<file path="src/rtl/game_pkg.sv">
// Shared game constants: button indices, weapon encoding and the
// direction angle constants in sprite-table order (index 0 = east,
// counter-clockwise increments).
package game_pkg;

    localparam int DIR_BITS_DEFAULT = 4;

    // Button slots inside the debounced button vectors
    localparam int N_BTNS       = 4;
    localparam int BTN_CW       = 0;
    localparam int BTN_CCW      = 1;
    localparam int BTN_WEAPON   = 2;
    localparam int BTN_INTERACT = 3;

    typedef enum logic [1:0] {
        WPN_LASER   = 2'd0,
        WPN_SPREAD  = 2'd1,
        WPN_MISSILE = 2'd2
    } weapon_e;

    // Cardinal angles for the 16-entry sprite table
    localparam logic [3:0] DIR_E = 4'd0;
    localparam logic [3:0] DIR_N = 4'd4;
    localparam logic [3:0] DIR_W = 4'd8;
    localparam logic [3:0] DIR_S = 4'd12;

endpackage

</file>
<file path="src/rtl/btn_debounce.sv">
// One push-button front end: multi-flop synchroniser, stable-level
// debounce counter and a registered single-cycle press pulse.
// btn_n is active-low; level/press are active-high.
module btn_debounce #(
    parameter int SYNC_STAGES     = 2,
    parameter int DEBOUNCE_CYCLES = 250000
) (
    input  logic CLK,
    input  logic RESET,
    input  logic btn_n,
    output logic level,
    output logic press
);

    localparam int CNT_W = $clog2(DEBOUNCE_CYCLES + 1);
    localparam logic [CNT_W-1:0] CNT_MAX = CNT_W'(DEBOUNCE_CYCLES - 1);

    logic [SYNC_STAGES-1:0] sync_q;
    logic [CNT_W-1:0]       cnt;
    logic                   level_d;
    logic                   synced_lvl;

    assign synced_lvl = ~sync_q[SYNC_STAGES-1];

    // Synchroniser chain; resets to the released (high) level
    always_ff @(posedge CLK or negedge RESET) begin
        if (!RESET) sync_q <= '1;
        else        sync_q <= {sync_q[SYNC_STAGES-2:0], btn_n};
    end

    // Debounce: flip the level only after DEBOUNCE_CYCLES differing samples
    always_ff @(posedge CLK or negedge RESET) begin
        if (!RESET) begin
            cnt   <= '0;
            level <= 1'b0;
        end else if (synced_lvl == level) begin
            cnt <= '0;
        end else if (cnt == CNT_MAX) begin
            cnt   <= '0;
            level <= synced_lvl;
        end else begin
            cnt <= cnt + CNT_W'(1);
        end
    end

    // Registered rising-edge detect of the debounced level (press only)
    always_ff @(posedge CLK or negedge RESET) begin
        if (!RESET) begin
            level_d <= 1'b0;
            press   <= 1'b0;
        end else begin
            level_d <= level;
            press   <= level & ~level_d;
        end
    end

endmodule

</file>
<file path="src/rtl/ship_ctrl_input.sv">
// Spaceship button front end: four debounced buttons, wrap-around
// direction index, cycling weapon index and an interaction pulse.
// Optional auto-repeat of held rotate buttons: define AUTO_REPEAT_EN.
module ship_ctrl_input
    import game_pkg::*;
#(
    parameter int DIR_BITS        = DIR_BITS_DEFAULT,
    parameter int N_WEAPONS       = 3,
    parameter int SYNC_STAGES     = 2,
    parameter int DEBOUNCE_CYCLES = 250000,
    parameter int REPEAT_DELAY    = 12587500,
    parameter int REPEAT_PERIOD   = 2517500
) (
    input  logic                         CLK,
    input  logic                         RESET,
    input  logic                         Rotate_CW,
    input  logic                         Rotate_CCW,
    input  logic                         Weapon_switch,
    input  logic                         Interaction,
    input  logic                         enable,
    output logic [DIR_BITS-1:0]          dir_state,
    output logic [$clog2(N_WEAPONS)-1:0] weapon_sel,
    output logic                         dir_changed,
    output logic                         weapon_changed,
    output logic                         interact_pulse
);

    localparam int WPN_W = $clog2(N_WEAPONS);
    localparam logic [WPN_W-1:0] WPN_LAST = WPN_W'(N_WEAPONS - 1);

    logic [N_BTNS-1:0]   raw_n;
    logic [N_BTNS-1:0]   btn_level;
    logic [N_BTNS-1:0]   btn_press;
    logic                cw_ev, ccw_ev, wpn_ev;
    logic                rep_up, rep_dn;
    logic                step_up, step_dn;
    logic [DIR_BITS-1:0] dir_next;

    assign raw_n[BTN_CW]       = Rotate_CW;
    assign raw_n[BTN_CCW]      = Rotate_CCW;
    assign raw_n[BTN_WEAPON]   = Weapon_switch;
    assign raw_n[BTN_INTERACT] = Interaction;

    for (genvar i = 0; i < N_BTNS; i++) begin : g_btn
        btn_debounce #(
            .SYNC_STAGES    (SYNC_STAGES),
            .DEBOUNCE_CYCLES(DEBOUNCE_CYCLES)
        ) u_btn (
            .CLK  (CLK),
            .RESET(RESET),
            .btn_n(raw_n[i]),
            .level(btn_level[i]),
            .press(btn_press[i])
        );
    end

    // Game-state events are dropped (not queued) while disabled
    assign cw_ev  = enable & btn_press[BTN_CW];
    assign ccw_ev = enable & btn_press[BTN_CCW];
    assign wpn_ev = enable & btn_press[BTN_WEAPON];

`ifdef AUTO_REPEAT_EN
    localparam int REP_W = $clog2(REPEAT_DELAY + 1);
    localparam logic [REP_W-1:0] REP_FIRE   = REP_W'(REPEAT_DELAY);
    // Reloading here makes the next fire land REPEAT_PERIOD cycles later
    localparam logic [REP_W-1:0] REP_RELOAD = REP_W'(REPEAT_DELAY - REPEAT_PERIOD + 1);

    logic [REP_W-1:0] rep_cnt;
    logic             rep_hold, rep_fire;
    logic             unused_levels;

    assign rep_hold      = enable & (btn_level[BTN_CW] ^ btn_level[BTN_CCW]);
    assign rep_fire      = rep_hold & (rep_cnt == REP_FIRE);
    assign rep_up        = rep_fire & btn_level[BTN_CCW];
    assign rep_dn        = rep_fire & btn_level[BTN_CW];
    assign unused_levels = btn_level[BTN_WEAPON] ^ btn_level[BTN_INTERACT];

    // Repeat timer: armed by a rotate press, runs only while exactly one rotate button is held
    always_ff @(posedge CLK or negedge RESET) begin
        if (!RESET)               rep_cnt <= '0;
        else if (!rep_hold)       rep_cnt <= '0;
        else if (cw_ev | ccw_ev)  rep_cnt <= REP_W'(1);
        else if (rep_fire)        rep_cnt <= REP_RELOAD;
        else if (rep_cnt != '0)   rep_cnt <= rep_cnt + REP_W'(1);
    end
`else
    localparam int unused_rep_params = REPEAT_DELAY + REPEAT_PERIOD;
    logic unused_levels;

    assign rep_up        = 1'b0;
    assign rep_dn        = 1'b0;
    assign unused_levels = ^btn_level;
`endif

    // Opposite steps in the same cycle cancel out
    assign step_up = (ccw_ev & ~cw_ev) | rep_up;
    assign step_dn = (cw_ev & ~ccw_ev) | rep_dn;

    // Next direction with natural modulo-2**DIR_BITS wrap
    always_comb begin
        dir_next = dir_state;
        if (step_up && !step_dn)      dir_next = dir_state + DIR_BITS'(1);
        else if (step_dn && !step_up) dir_next = dir_state - DIR_BITS'(1);
    end

    // Registered direction/weapon state and their change pulses
    always_ff @(posedge CLK or negedge RESET) begin
        if (!RESET) begin
            dir_state      <= '0;
            weapon_sel     <= '0;
            dir_changed    <= 1'b0;
            weapon_changed <= 1'b0;
            interact_pulse <= 1'b0;
        end else begin
            dir_state      <= dir_next;
            dir_changed    <= step_up ^ step_dn;
            weapon_changed <= wpn_ev;
            interact_pulse <= btn_press[BTN_INTERACT];
            if (wpn_ev) begin
                weapon_sel <= (weapon_sel == WPN_LAST) ? '0 : weapon_sel + WPN_W'(1);
            end
        end
    end

endmodule

</file>
<file path="config.mk">
export PLATFORM = sky130hd
export DESIGN_NAME = ship_ctrl_input
export DESIGN_NICKNAME = d
export VERILOG_FILES = /design/src/rtl/game_pkg.sv /design/src/rtl/btn_debounce.sv /design/src/rtl/ship_ctrl_input.sv
export SDC_FILE = /design/constraint.sdc
export NUM_CORES = 1
export LEC_CHECK = 0
export CORE_ASPECT_RATIO = 1.25
export CORE_MARGIN = 1.5
export CORE_UTILIZATION = 45
export DETAILED_ROUTE_END_ITERATION = 8
export MAX_ROUTING_LAYER = met4
export SLEW_MARGIN = 0
export SYNTH_ARGS = -nofsm -noshare
export SYNTH_HDL_FRONTEND = slang
export SYNTH_SLANG_ARGS = --single-unit
</file>
<file path="constraint.sdc">
create_clock -name CLK -period 3.1 [get_ports CLK]
set_clock_uncertainty 0.1 [all_clocks]
set_input_delay 0.62 -clock CLK [delete_from_list [all_inputs] [get_ports CLK]]
set_output_delay 0.62 -clock CLK [all_outputs]
set_load 0.05 [all_outputs]
</file>
# After elaboration in Yosys (flattened, before gate mapping)
# Index checks and enable logic that the tools add are counted.
dict set report totals {
  regBits 101
  in_bits 7
  out_inout_bits 9
}
dict set report classes {
  add_sub_neg 7
  n_eq_ne 9
  mux 11
  n_bitwise 24
  reduce_logical 9
}
# cell count
set ops {}
lappend ops {{$mux W18} 8}
lappend ops {{$add A18 B1 Y18 const B} 4}
lappend ops {{$eq A18 B18 Y1 const B} 4}
lappend ops {{$not A1 Y1} 14}
lappend ops {{$and A1 B1 Y1} 9}
lappend ops {{$mux W4} 2}
lappend ops {{$reduce_and A2 Y1} 4}
lappend ops {{$add A4 B1 Y4 const B} 1}
lappend ops {{$eq A1 B1 Y1} 4}
lappend ops {{$sub A4 B1 Y4 const B} 1}
lappend ops {{$add A2 B1 Y2 const B} 1}
lappend ops {{$eq A2 B2 Y1 const B} 1}
lappend ops {{$logic_and A1 B1 Y1} 2}
lappend ops {{$logic_not A1 Y1} 2}
lappend ops {{$mux W2} 1}
lappend ops {{$reduce_bool A2 Y1} 1}
lappend ops {{$xor A1 B1 Y1} 1}

# Logic depth before layout (Yosys ltp)
dict set report depth {
  word_depth 7
  mapped_depth 8
  ltp_nobuf 8
}

# Modules after synthesis
# From an unflattened synthesis, not the netlist that was laid out.
dict set report unflattened {
  hier_cells 475
  area_unflattened_um2 4885.9
}
# module n_inst cells_each area_each_um2 seq_area_each_um2
set by_module_without_submodules {}
lappend by_module_without_submodules {{btn_debounce at g_btn[0].u_btn ...} 3 107 1111.1 578.1}
lappend by_module_without_submodules {{btn_debounce at g_btn[1].u_btn} 1 111 1088.5 578.1}
lappend by_module_without_submodules {ship_ctrl_input 1 43 464.2 225.2}

# Worst setup path before layout
# OpenSTA, ideal clock, no wires.
dict set report synth_timing {
  kind {input -> register}
  startpoint {input port enable}
  endpoint {register dir_state[3]}
  setup_time_ns 0.126
  t_arrival_ns 2.243
  t_required_ns 2.874
  slack_ns 0.631
  cell_stages 8
  n_path_buf 0
  path_cell_list {and2_1 ha_1 inv_1 ha_1 a21o_1 a2111oi_0 a31oi_1 a221o_1}
}
dict set report synth_via {
  elab_chain_cells 6
}
# item line_no
set synth_rtl {}
lappend synth_rtl {{from (decl)} ship_ctrl_input.sv:20} ;# input logic enable,
lappend synth_rtl {{$and A1 B1 Y1, on equally long branches} {ship_ctrl_input.sv:59, ship_ctrl_input.sv:58}}
lappend synth_rtl {{$not A1 Y1, on equally long branches} {ship_ctrl_input.sv:97, ship_ctrl_input.sv:96}}
lappend synth_rtl {{$and A1 B1 Y1, on equally long branches} {ship_ctrl_input.sv:97, ship_ctrl_input.sv:96}}
lappend synth_rtl {{$logic_not A1 Y1, on equally long branches} {ship_ctrl_input.sv:102, ship_ctrl_input.sv:103}}
lappend synth_rtl {{$logic_and A1 B1 Y1, on equally long branches} {ship_ctrl_input.sv:102, ship_ctrl_input.sv:103}}
lappend synth_rtl {{$mux W4 or $reduce_bool A2 Y1 (tied branches)} --}
lappend synth_rtl {{to (signal assigned)} ship_ctrl_input.sv:115} ;# dir_state <= dir_next;
lappend synth_rtl {{to (decl)} ship_ctrl_input.sv:21} ;# output logic [DIR_BITS-1:0] dir_state,
# Several ways; a longest one is shown, not always the timed one.
# A chain may end at the register's enable or synchronous reset.

# Worst setup path after layout
# Same ends and word-level chain as after synthesis.

==> flow_metrics.py <==
metrics = {
    "finish": {
        "utilization_pct": 52.3,
        "fillers": 893,
        "layout-drive-gt1-share_pct": 9.13,
        "syn2layout_area_growth_pct": 13.2,
        "num_antenna_cells": 0,
        "nNetsFinal": 481,
    },
    "sta": {
        "max_freq_ghz": 0.372,
        "rsz0062_at_grt": "false",
        "period_minus_slack_ps": 2690,
        "drv_slew": 0,
        "setup_viol": 0,
        "tns_ps": 0,
        "relSlewSlack_pct": 50.2,
        "hold_viol": 0,
        "period_share_pct": 86.7,
        "worstMarginPinSlew_ps": 747,
    },
    "synth": {
        "syn_area_mm2": 0.00467,
        "postSynth.asyncResetShare_pct": 100,
        "yosys-top-cells-count": "dfrtp_1, nor2_1, xnor2_1, nand3_1, nor4_1",
        "synthesis.nets": 460,
        "synth_most_common_cell": "dfrtp_1",
        "synthTopCellsByArea": "dfrtp_1, xnor2_1, nor2_1",
        "yosys_warnings": 0,
        "ys_ff_latch": 101,
        "synth_top_area_share_pct": 49.9,
        "seq_area_frac_synth_pct": 54.4,
        "syn_area_per_cell_um2": 10.5,
        "ys.flop_type": "dfrtp_1",
        "ys_types": 44,
        "post-synth-top-area-cell": "dfrtp_1",
        "syn-instance-count": 445,
        "synth-edff-count": 0,
    },
    "drt": {
        "drt_iter0_drc": 113,
        "routed_wl_um": 8140,
        "antenna_left": 0,
        "dr.pass1.iters": 4,
        "post-route-drc-count": 0,
        "wire_per_inst_um": 13.6,
        "vias": 3196,
        "viasPerCell": 5.33,
    },
    "setup_path": {
        "r2r_slack_ps": 810,
        "r2r_end": "g_btn[1].u_btn.cnt[15]",
        "startpoint_type": "primary input",
        "crit_arrival_ps": 2810,
        "max_stage_delay_ps": 490,
        "r2r-start": "g_btn[1].u_btn.cnt[0]",
        "worstRegToRegCells": 5,
        "critPathCaptureType": "flip-flop",
        "crit_path_frequent_cell": "ha_1",
        "endpoint": "dir_state[3]",
        "path_cells": "clkdlybuf4s50_1, and2_1, ha_1, inv_1, ha_1, a21o_1, a2111oi_0, a31oi_1, a221o_1",
        "required_ps": 3220,
        "path_max_fanout": 3,
        "path_class": "primary input to flip-flop",
        "worstSetupStartpoint": "enable",
        "slowest_stage": "clkdlybuf4s50_1",
    },
    "worst_hold_path": {
        "min_path_type": "primary input to async pin",
    },
    "floorplan": {
        "die_area_mm2": 0.0110,
        "core-area_mm2": 0.0101,
        "start_util_pct": 46.2,
        "dieWidth_um": 94.1,
        "ios": 16,
        "rows": 41,
        "die_h_um": 117,
    },
    "grt": {
        "grt_use_met2_pct": 28.4,
        "met1_usage_pct": 21.4,
        "track_usage_pct": 17.5,
        "grt_first_pass_wirelength_um": 14600,
        "grt_pass1_vias": 3178,
        "use_met3_pct": 4.26,
        "antenna_found_initial": 0,
        "grt.overflow.total": 0,
        "grt_max_degree": 54,
        "busiest_layer": "met2",
    },
    "clock_tree": {
        "clkLatencyLatePin_ps": 340,
        "post-cts-setup-buffer-count": 0,
        "clockBufferDepth": 2,
        "cts_resized": 0,
        "cts_tree": "done",
        "cts_sinks": 101,
        "h-tree-depth": 3,
        "ctsHoldBuffers": 0,
        "path_clk_slew_ps": 60,
        "cts_root_buffer": "clkbuf_16",
        "cts_buffers": 9,
    },
    "placed_design": {
        "gp_congestion": 0.750,
        "port_buffers": 15,
        "dp_hpwl_um": 5470,
    },
    "status": {
        "status": "finished, final reports clean",
    },
    "pwr": {
        "powerDensity_mw_per_mm2": 490,
        "leakage_uw": 0.00216,
        "peakVddDrop_mv": 0.288,
    },
    "flow_run": {
        "maxCapViolCount": 0,
    },
}
[sequential cells by signal, indices dropped and copies added, names as in the netlist, 2 cells and up]
register,flops
g_btn.u_btn.sync_q,8
weapon_sel,2
g_btn.u_btn.level,4
g_btn.u_btn.press,4
dir_state,4
g_btn.u_btn.level_d,4
g_btn.u_btn.cnt,72
[critical path, delay by kind of cell]
kind | cells | cell delay (ps)
and+or+nand+nor | 1 | 130
AOI/OAI and AO/OA | 4 | 1030
adders and majority gates | 2 | 460
buffers and inverters | 2 | 570
[where the power goes]
part           total [µW]  switching, µW  internal, µW
Sequential           1360           15.9          1340
Combinational        77.5           52.0          25.5
Clock                1160            465           691
Total                2590            533          2060
[worst min-delay path by stage]
| stage | from | to | slack, ps | cells past startpoint |
|---|---|---|---|---|
| after CTS | RESET | interact_pulse | 210 | 1 |
| after global placement | g_btn[3].u_btn.press | interact_pulse | 240 | 0 |
| final | RESET | g_btn[3].u_btn.press | 190 | 1 |
| after floorplan | RESET | dir_changed | 220 | 0 |
| after global routing | RESET | g_btn[3].u_btn.press | 240 | 1 |
| after detailed placement | g_btn[3].u_btn.press | interact_pulse | 240 | 0 |
[through the flow]
stage	cells	setup slack (ps)	power, µW	area, µm²	hold slack [ps]
CTS	600	430	2640	5280	206
global placement	584	150	1460	4970	236
floorplan	445	631	1410	4670	224
global route	600	257	2700	5280	237
detailed placement	584	70.5	1460	4970	245
finish	600	413	2590	5280	185
[per-layer routing]
layer | vias to the layer above | wire, µm
li1 | 1581 | -
met1 | 1572 | 3850
met2 | 32 | 3910
met3 | 11 | 242
met4 | 0 | 132
met5 | - | 0
[logic make-up (layout without fill, tap and decap cells)]
logic type / after synthesis / after routing / share of synthesized area (%)
buf+inv: 28 / 54 / 2.52
flops: 101 / 101 / 54.4
compound gates: 35 / 35 / 5.28
fa+ha+maj: 8 / 8 / 2.31
xor+xnor: 61 / 61 / 11.4
simple gates: 209 / 209 / 23.4
mux: 3 / 3 / 0.697
[layout make-up]
| cell class | instances | area, µm² | area share [%] |
|---|---|---|---|
| clock buffers | 13 | 270 | 5.12 |
| inverters | 20 | 75.1 | 1.42 |
| clock inverters | 3 | 42.5 | 0.805 |
| flip-flops and latches | 101 | 2540 | 48.0 |
| repair buffers | 18 | 183 | 3.46 |
| multi-input cells | 316 | 2010 | 38.1 |
| well taps | 129 | 161 | 3.06 |
[cells in the final DEF (no fill, tap or decap), types with 5 or more instances in the layout]
cell type        instances
clkbuf_16                9
nor2_1                  74
nor4_1                  23
xor2_1                  13
dfstp_2                  8
clkdlybuf4s50_1         14
ha_1                     7
xnor2_1                 48
or3_1                    7
o21ai_0                 10
nand3_1                 24
nand2_1                 22
nor2b_1                  5
a21oi_1                  9
dfrtp_1                 93
nor3_1                  14
nand4_1                 15
inv_1                   20
No activity file was read; power rests on OpenSTA's default activity.
